## src/rtl/if_fetch_ctrl_pkg.sv

```systemverilog
// Shared definitions for the instruction-fetch sequencer.
//   FETCH_RST_PC  - default first fetch address after reset
//   FETCH_Q_DEPTH - entries in the fetch -> decode queue
//   CHIP_ENABLE / CHIP_DISABLE - ROM chip-enable levels
//   if_state_e    - fetch FSM state encoding (2-bit)
package if_fetch_ctrl_pkg;

  localparam logic [31:0] FETCH_RST_PC  = 32'h0000_0000;
  localparam int          FETCH_Q_DEPTH = 2;

  localparam logic CHIP_ENABLE  = 1'b1;
  localparam logic CHIP_DISABLE = 1'b0;

  typedef enum logic [1:0] {
    S_RST   = 2'd0,
    S_FETCH = 2'd1,
    S_HOLD  = 2'd2
  } if_state_e;

endpackage

```

## src/rtl/if_queue2.sv

```systemverilog
// Two-entry FIFO of fetched {pc, inst} words.
//   clk, rst - clock, async active-high reset
//   push     - write din at the tail (ignored when full and not popping)
//   pop      - remove the head (ignored when empty)
//   flush    - empty the queue; dominates push and pop
//   din      - entry to write
//   count    - number of valid entries (0..2)
//   head     - oldest entry, all zeros when empty
module if_queue2
  import if_fetch_ctrl_pkg::*;
#(
  parameter int W = 64
) (
  input  logic         clk,
  input  logic         rst,
  input  logic         push,
  input  logic         pop,
  input  logic         flush,
  input  logic [W-1:0] din,
  output logic [1:0]   count,
  output logic [W-1:0] head
);

  logic [W-1:0] q0, q1;  // q0 is always the head
  logic [1:0]   cnt;
  logic         do_pop, do_push;

  assign do_pop  = pop && (cnt != 2'd0);
  // A full queue only takes a new word when it also drains one.
  assign do_push = push && ((cnt < 2'(FETCH_Q_DEPTH)) || do_pop);

  always_ff @(posedge clk or posedge rst) begin
    if (rst) begin
      cnt <= 2'd0;
      q0  <= '0;
      q1  <= '0;
    end else if (flush) begin
      cnt <= 2'd0;
    end else begin
      case ({do_push, do_pop})
        2'b10: begin
          if (cnt == 2'd0) q0 <= din;
          else             q1 <= din;
          cnt <= cnt + 2'd1;
        end
        2'b01: begin
          q0  <= q1;
          cnt <= cnt - 2'd1;
        end
        2'b11: begin
          // Count unchanged; shift so the older word stays ahead.
          if (cnt == 2'd1) begin
            q0 <= din;
          end else begin
            q0 <= q1;
            q1 <= din;
          end
        end
        default: ;
      endcase
    end
  end

  assign count = cnt;
  assign head  = (cnt != 2'd0) ? q0 : '0;

endmodule

```

## src/rtl/if_fetch_ctrl.sv

```systemverilog
// Instruction-fetch sequencer: owns the PC, drives the combinational ROM,
// and buffers fetched words in a 2-entry queue toward decode.
//   clk, rst          - clock, async active-high reset
//   stall_i           - freeze fetch (no ROM access)
//   branch_flag_i     - redirect pulse; branch_target_i is the new PC
//   rom_ce_o/addr_o   - ROM chip enable / byte address (= PC)
//   rom_inst_i        - ROM data, same cycle as address
//   if_valid_o/pc_o/inst_o - queue head toward decode
//   id_ready_i        - decode takes the head this cycle
module if_fetch_ctrl
  import if_fetch_ctrl_pkg::*;
#(
  parameter int                ADDR_W   = 32,
  parameter int                INST_W   = 32,
  parameter logic [ADDR_W-1:0] RESET_PC = ADDR_W'(FETCH_RST_PC)
) (
  input  logic              clk,
  input  logic              rst,
  input  logic              stall_i,
  input  logic              branch_flag_i,
  input  logic [ADDR_W-1:0] branch_target_i,
  output logic              rom_ce_o,
  output logic [ADDR_W-1:0] rom_addr_o,
  input  logic [INST_W-1:0] rom_inst_i,
  output logic              if_valid_o,
  output logic [ADDR_W-1:0] if_pc_o,
  output logic [INST_W-1:0] if_inst_o,
  input  logic              id_ready_i
);

  if_state_e                state, state_nxt;
  logic [ADDR_W-1:0]        pc;
  logic [1:0]               q_count;
  logic [ADDR_W+INST_W-1:0] q_head;
  logic                     ce, pop;

  // Redirect targets are word aligned; the low bits are deliberately dropped.
  logic unused_tgt_lsb;
  assign unused_tgt_lsb = ^branch_target_i[1:0];

  always_ff @(posedge clk or posedge rst) begin
    if (rst) state <= S_RST;
    else     state <= state_nxt;
  end

  always_comb begin
    state_nxt = state;
    ce        = CHIP_DISABLE;
    case (state)
      S_RST:   state_nxt = S_FETCH;
      S_FETCH: begin
        if (stall_i) state_nxt = S_HOLD;
        // No id_ready_i term: a pop never opens a slot for a same-cycle push.
        if (!stall_i && !branch_flag_i && (q_count < 2'(FETCH_Q_DEPTH)))
          ce = CHIP_ENABLE;
      end
      S_HOLD: begin
        // A redirect while held loads the PC but keeps the hold.
        if (!stall_i && !branch_flag_i) state_nxt = S_FETCH;
      end
      default: state_nxt = S_RST;
    endcase
  end

  // Branch wins over pop: the head is shown but not consumed.
  assign pop = (q_count != 2'd0) && id_ready_i && !branch_flag_i;

  always_ff @(posedge clk or posedge rst) begin
    if (rst)                pc <= RESET_PC;
    else if (branch_flag_i) pc <= {branch_target_i[ADDR_W-1:2], 2'b00};
    else if (ce)            pc <= pc + ADDR_W'(4);
  end

  if_queue2 #(.W(ADDR_W + INST_W)) u_queue (
    .clk   (clk),
    .rst   (rst),
    .push  (ce),
    .pop   (pop),
    .flush (branch_flag_i),
    .din   ({pc, rom_inst_i}),
    .count (q_count),
    .head  (q_head)
  );

  assign rom_ce_o   = ce;
  assign rom_addr_o = pc;
  assign if_valid_o = (q_count != 2'd0);
  assign if_pc_o    = q_head[ADDR_W+INST_W-1:INST_W];
  assign if_inst_o  = q_head[INST_W-1:0];

endmodule

```

## config.mk

```make
export PLATFORM = sky130hd
export DESIGN_NAME = if_fetch_ctrl
export DESIGN_NICKNAME = d
export VERILOG_FILES = /design/src/rtl/if_fetch_ctrl_pkg.sv /design/src/rtl/if_queue2.sv /design/src/rtl/if_fetch_ctrl.sv
export SDC_FILE = /design/constraint.sdc
export NUM_CORES = 1
export LEC_CHECK = 0
export CORE_UTILIZATION = 46
export CTS_CLUSTER_DIAMETER = 120
export CTS_CLUSTER_SIZE = 28
export DETAILED_ROUTE_END_ITERATION = 8
export HOLD_SLACK_MARGIN = 0.05
export PLACE_DENSITY = 0.88
export SYNTH_ARGS = -nofsm -noshare
export SYNTH_HDL_FRONTEND = slang
export SYNTH_SLANG_ARGS = --single-unit
```

## constraint.sdc

```tcl
create_clock -name clk -period 5.7 [get_ports clk]
set_clock_uncertainty 0.05 [all_clocks]
set_input_delay 1.14 -clock clk [delete_from_list [all_inputs] [get_ports clk]]
set_output_delay 1.14 -clock clk [all_outputs]
set_load 0.01 [all_outputs]
```

### Yosys cells after proc, flatten, opt, wreduce, memory -nomap -nowiden

Cells that the tools add are included.

* bits in registers: 164
* word-level logic and storage cells: 56

* add/sub/neg operators: 3
* order comparisons: 1
* eq/ne operators: 11
* mux-type cells: 16
* bitwise logic cells: 1
* reduce and logical (&&, ||, !) cells: 19

Operators with widths (count)
* 2-to-1 mux 64 bit: 5
* one-hot mux 64 bit (3 select lines): 1
* one-hot mux 64 bit (2 select lines): 1
* 2-to-1 mux 32 bit: 2
* adder 32 x 3 -> 32 bit (second input constant): 1
* inequality test 2 bit (second input constant): 4
* equality test 2 x 1 -> 1 bit (second input constant): 3
* equality test 2 bit (second input constant): 3
* logical AND 1 bit: 6
* 2-to-1 mux 2 bit: 3
* one-hot mux 2 bit (3 select lines): 1
* nonzero test 2 bit: 3
* nonzero test 3 bit: 2
* logical NOT 2 bit: 2
* one-hot mux 2 bit (2 select lines): 1
* AND reduction 4 bit: 1
* AND reduction 3 bit: 1
* adder 2 x 1 -> 2 bit (second input constant): 1
* logical NOT 1 bit: 2
* < comparator 2 bit (second input constant): 1
* 2-to-1 mux 1 bit: 2
* inequality test 2 x 1 -> 1 bit (second input constant): 1
* AND reduction 2 bit: 1
* subtractor 2 x 1 -> 2 bit (second input constant): 1
* other kinds (2): 2

### Logic depth before layout (Yosys ltp)

* depth in word-level cells: 9
* gate-level depth with buffers: 9
* depth with buffers taken out: 7

### Modules after synthesis

A second synthesis with hierarchy kept.

* cells, all modules: 722
* area total of the unflattened synthesis: 7845.0 µm²

Modules (own cells, without submodules)
* if_queue2: times used 1, cells each 505, area each 5924.4 µm², seq. area each 3253.1 µm²
* if_fetch_ctrl: times used 1, cells each 217, area each 1920.6 µm², seq. area each 800.8 µm²

### Least setup slack after synthesis

Ideal clock, no wire load.

* kind: input-to-output
* start point: input stall_i
* end point: output rom_ce_o
* data arrival time: 2.278 ns
* data required time: 4.510 ns
* path slack: 2.232 ns
* stages: 6
* buffers on the path: 3
* cell sequence: nor4b_1 -> nand2b_1 -> clkbuf_1 -> inv_1 -> buf_2 -> buf_1

* cells in the longest elaborated chain, start to end: 5

RTL lines
* start, declared: line if_fetch_ctrl.sv:19 `input logic stall_i,`
* logical NOT 1 bit: line if_fetch_ctrl.sv:54 `if (!stall_i && !branch_flag_i && (q_count < 2'(FETCH_Q_DEPTH)))`
* logical AND 1 bit (2 in series): line if_fetch_ctrl.sv:54
* 2-to-1 mux 1 bit: line if_fetch_ctrl.sv:54
* 2-to-1 mux 1 bit: line if_fetch_ctrl.sv:49 `case (state)`
* end, declared: line if_fetch_ctrl.sv:22 `output logic rom_ce_o,`

No other way between the ends.

### Final worst setup path

Same ends and word-level chain as after synthesis.

==> flow_metrics.env <==
export IMPL_status="finished, final reports clean"
export IMPL_crit_chain="clkdlybuf4s50_1, nor4b_2, nand2b_1, inv_1, clkdlybuf4s50_1"
export IMPL_hold_class="register to register"
export IMPL_dpl_hpwl_mm=12.1
export IMPL_yosys_warnings=0
export IMPL_critPathMostFrequentCell="clkdlybuf4s50_1"
export IMPL_fp_dieW_um=132
export IMPL_r2r_cells=7
export IMPL_layout_commonest_cell="clkdlybuf4s50_1"
export IMPL_vias_per_cell=5.44
export IMPL_whs_path_depth=2
export IMPL_worstPathArrival_ns=3.13
export IMPL_yosys_mux_area_fraction_pct=17.9
export IMPL_cap_violations=0
export IMPL_nFillCells=1271
export IMPL_initial_core_util_pct=47.9
export IMPL_cp_depth=5
export IMPL_synthesis_area_mm2=0.00772
export IMPL_synthAdderAreaFrac_pct=0.486
export IMPL_io_buffers=162
export IMPL_synth_cell_type_count=51
export IMPL_fmax_ghz=0.231
export IMPL_worst_slew_pin_slew_ns=1.03
export IMPL_wire_per_inst_um=16.8
export IMPL_period_minus_slack_ns=4.32
export IMPL_max_stage_delay_ns=0.66
export IMPL_globalRouteTotalUtil_pct=22.6
export IMPL_area_growth_pct=30.8
export IMPL_initialDrtViolationCount=357
export IMPL_setup_ws_ns=1.38
export IMPL_cts_root_buf="clkbuf_16"
export IMPL_async_flop_share_pct=100
export IMPL_synth_xor_area_share_pct=0.454
export IMPL_placed_area_mm2=0.00951
export IMPL_cts_hold_buf=0
export IMPL_grt_pass1_wl_mm=31.0
export IMPL_totalWireLength_mm=18.3
export IMPL_synth_simple_area_share_pct=16.2
export IMPL_ys_flop_type="dfrtp_1"
export IMPL_top_layer="met4"
export IMPL_die_area_mm2=0.0173
export IMPL_power_density_mw_per_mm2=466
export IMPL_final_cell_mix="clkdlybuf4s50_1 (161), dfrtp_1 (159), nand2_1 (88)"
export IMPL_vdd_drop_max_mv=0.266
export IMPL_gr_total_overflow=0
export IMPL_cp_required_ns=4.51
export IMPL_gp_congestion=0.788
export IMPL_core_area_mm2=0.0161
export IMPL_design_area_mm2=0.0101
export IMPL_synth_compound_area_share_pct=9.74
export IMPL_synth_ff_latch_count=159
export IMPL_antenna_left=0
export IMPL_antenna_found_initial=0
export IMPL_tns_ns=0
export IMPL_diodes=0
export IMPL_crit_family="buffers and inverters"
export IMPL_drive_gt1_share_pct=12.9
export IMPL_crit_buf_inv=3
export IMPL_drv_slew=0
export IMPL_synth_edf_count=0
export IMPL_synth_avg_cell_area_um2=10.7
export IMPL_grt_setup_unrepaired="false"
export IMPL_final_seq_area_mm2=0.00398
export IMPL_leakagePower_nw=4.13
export IMPL_insertion_delay_ns=0.42
export IMPL_grt_pass1_vias=5945
export IMPL_cts_sinks=159
export IMPL_synth_cells=723
export IMPL_finalHoldViolCount=0
export IMPL_ios=167
export IMPL_crit_path_max_fanout=15
export IMPL_end_kind="output port"
export IMPL_wl_met3_um=958
export IMPL_cts_max_path_buffers=2
export IMPL_finalCritPeriodShare_pct=75.8
export IMPL_startpoint_type="input port"
export IMPL_numCtsBuffers=17
export IMPL_rows=46
export IMPL_met1_length_mm=8.24
export IMPL_multi_input_area_mm2=0.00350
export IMPL_critPathKind="input port to output port"
export IMPL_cts_tree="built"
export IMPL_dp_slack_ns=1.40
export IMPL_nNetsFinal=932
export IMPL_cts_resized=0
export IMPL_first_pass_iters=5
export IMPL_met2_length_mm=8.87
export IMPL_grt_max_degree=101
export IMPL_slew_headroom_pct=31.5
export IMPL_vias=5928
export IMPL_clk_pin_slew_worst_paths_ns=0.06
export IMPL_h_tree_depth=4
export IMPL_synth_top_family_by_area="multiplexers"
export IMPL_drc=0
export IMPL_die_h_um=132
export IMPL_ys_seq_area_share_pct=51.5
export IMPL_setup_viol=0
export IMPL_postCtsSetupBuffers=0
export IMPL_cp_slowest_cell="clkdlybuf4s50_1"
==> metrics by stage <==
| stage | total power [mW] | utilization (%) | hold WS, ns | std cells |
|---|---|---|---|---|
| after floorplan | 2.84 | - | 0.392 | 724 |
| after global placement | 3.50 | 59.0 | 0.403 | 1057 |
| after detailed placement | 3.57 | 59.0 | 0.413 | 1057 |
| after CTS | 4.75 | 62.7 | 0.427 | 1089 |
| after global routing | 5.02 | 62.7 | 0.448 | 1089 |
| final | 4.71 | 62.7 | 0.423 | 1089 |
==> area by class of cell <==
cell class	count	area share (%)
well taps	216	2.68
clock inverters	15	1.67
flip-flops and latches	159	39.4
repair buffers	174	17.0
clock buffers	17	4.21
inverters	8	0.347
multi-input cells	500	34.7
==> where the power goes <==
group	leakage (nW)	switching, mW	internal [mW]
logic	1.83	0.812	0.878
registers	2.00	0.284	1.57
clock network	0.297	0.501	0.660
total	4.13	1.60	3.11
==> cell usage after synthesis (4+ instances only) <==
| master | number | area [um2] |
|---|---|---|
| inv_1 | 8 | 30.0 |
| nand3b_1 | 6 | 45.0 |
| buf_2 | 21 | 105 |
| nand2_1 | 88 | 330 |
| clkbuf_1 | 30 | 113 |
| o21ai_0 | 75 | 375 |
| dfrtp_1 | 159 | 3980 |
| nor2_1 | 11 | 41.3 |
| nor4_1 | 8 | 50.1 |
| o311ai_0 | 7 | 61.3 |
| mux2i_1 | 68 | 681 |
| nor3_1 | 4 | 20.0 |
| o211ai_1 | 6 | 45.0 |
| nor2b_1 | 68 | 425 |
| mux2_2 | 57 | 642 |
| a21oi_1 | 11 | 55.1 |
| nand2b_1 | 5 | 31.3 |
| a21o_1 | 4 | 30.0 |
| nand3_1 | 18 | 90.1 |
| nand4_1 | 8 | 50.1 |
| a221o_1 | 7 | 70.1 |
| nor3b_1 | 5 | 37.5 |
| mux2_1 | 5 | 56.3 |
==> final timing paths <==
path                                  startpoint             end  slack (ns)
worst min register to register    u_queue.q0[51]  u_queue.q0[51]        0.42
min in group asynchronous                    rst   u_queue.q0[0]        1.26
max in group asynchronous                    rst  rom_addr_o[17]        3.35
worst max-delay path                     stall_i        rom_ce_o        1.38
worst min-delay path              u_queue.q0[51]  u_queue.q0[51]        0.42
worst max register to register  u_queue.count[1]  u_queue.q0[22]        2.30
==> per-layer routing <==
layer  vias up  global-route usage (%)
met1      2920                    30.3
met2       181                    36.5
met3        17                    4.90
met4         0                    6.85
li1       2810                       -
met5         -                       0
==> state kept, by name, indices dropped and copies added (netlist names) <==
name	cells
u_queue.q0	63
u_queue.q1	62
u_queue.count	2
rom_addr_o	30
state	2
==> cells by family after synthesis <==
| group | Yosys count |
|---|---|
| AOI/OAI and AO/OA | 124 |
| xor gates and xnor gates | 4 |
| adders and majority gates | 3 |
| buffers and inverters | 65 |
| DFF | 159 |
| muxes | 130 |
| other | 1 |
| and+or+nand+nor | 237 |
==> tightest hold or removal path: cells and delay by family (launching register included) <==
family             cells  cell delay, ns
DFF                    1            0.34
AOI/OAI and AO/OA      1            0.06
and+or+nand+nor        1            0.04
Note: power is estimated with default switching activity, not from simulation.
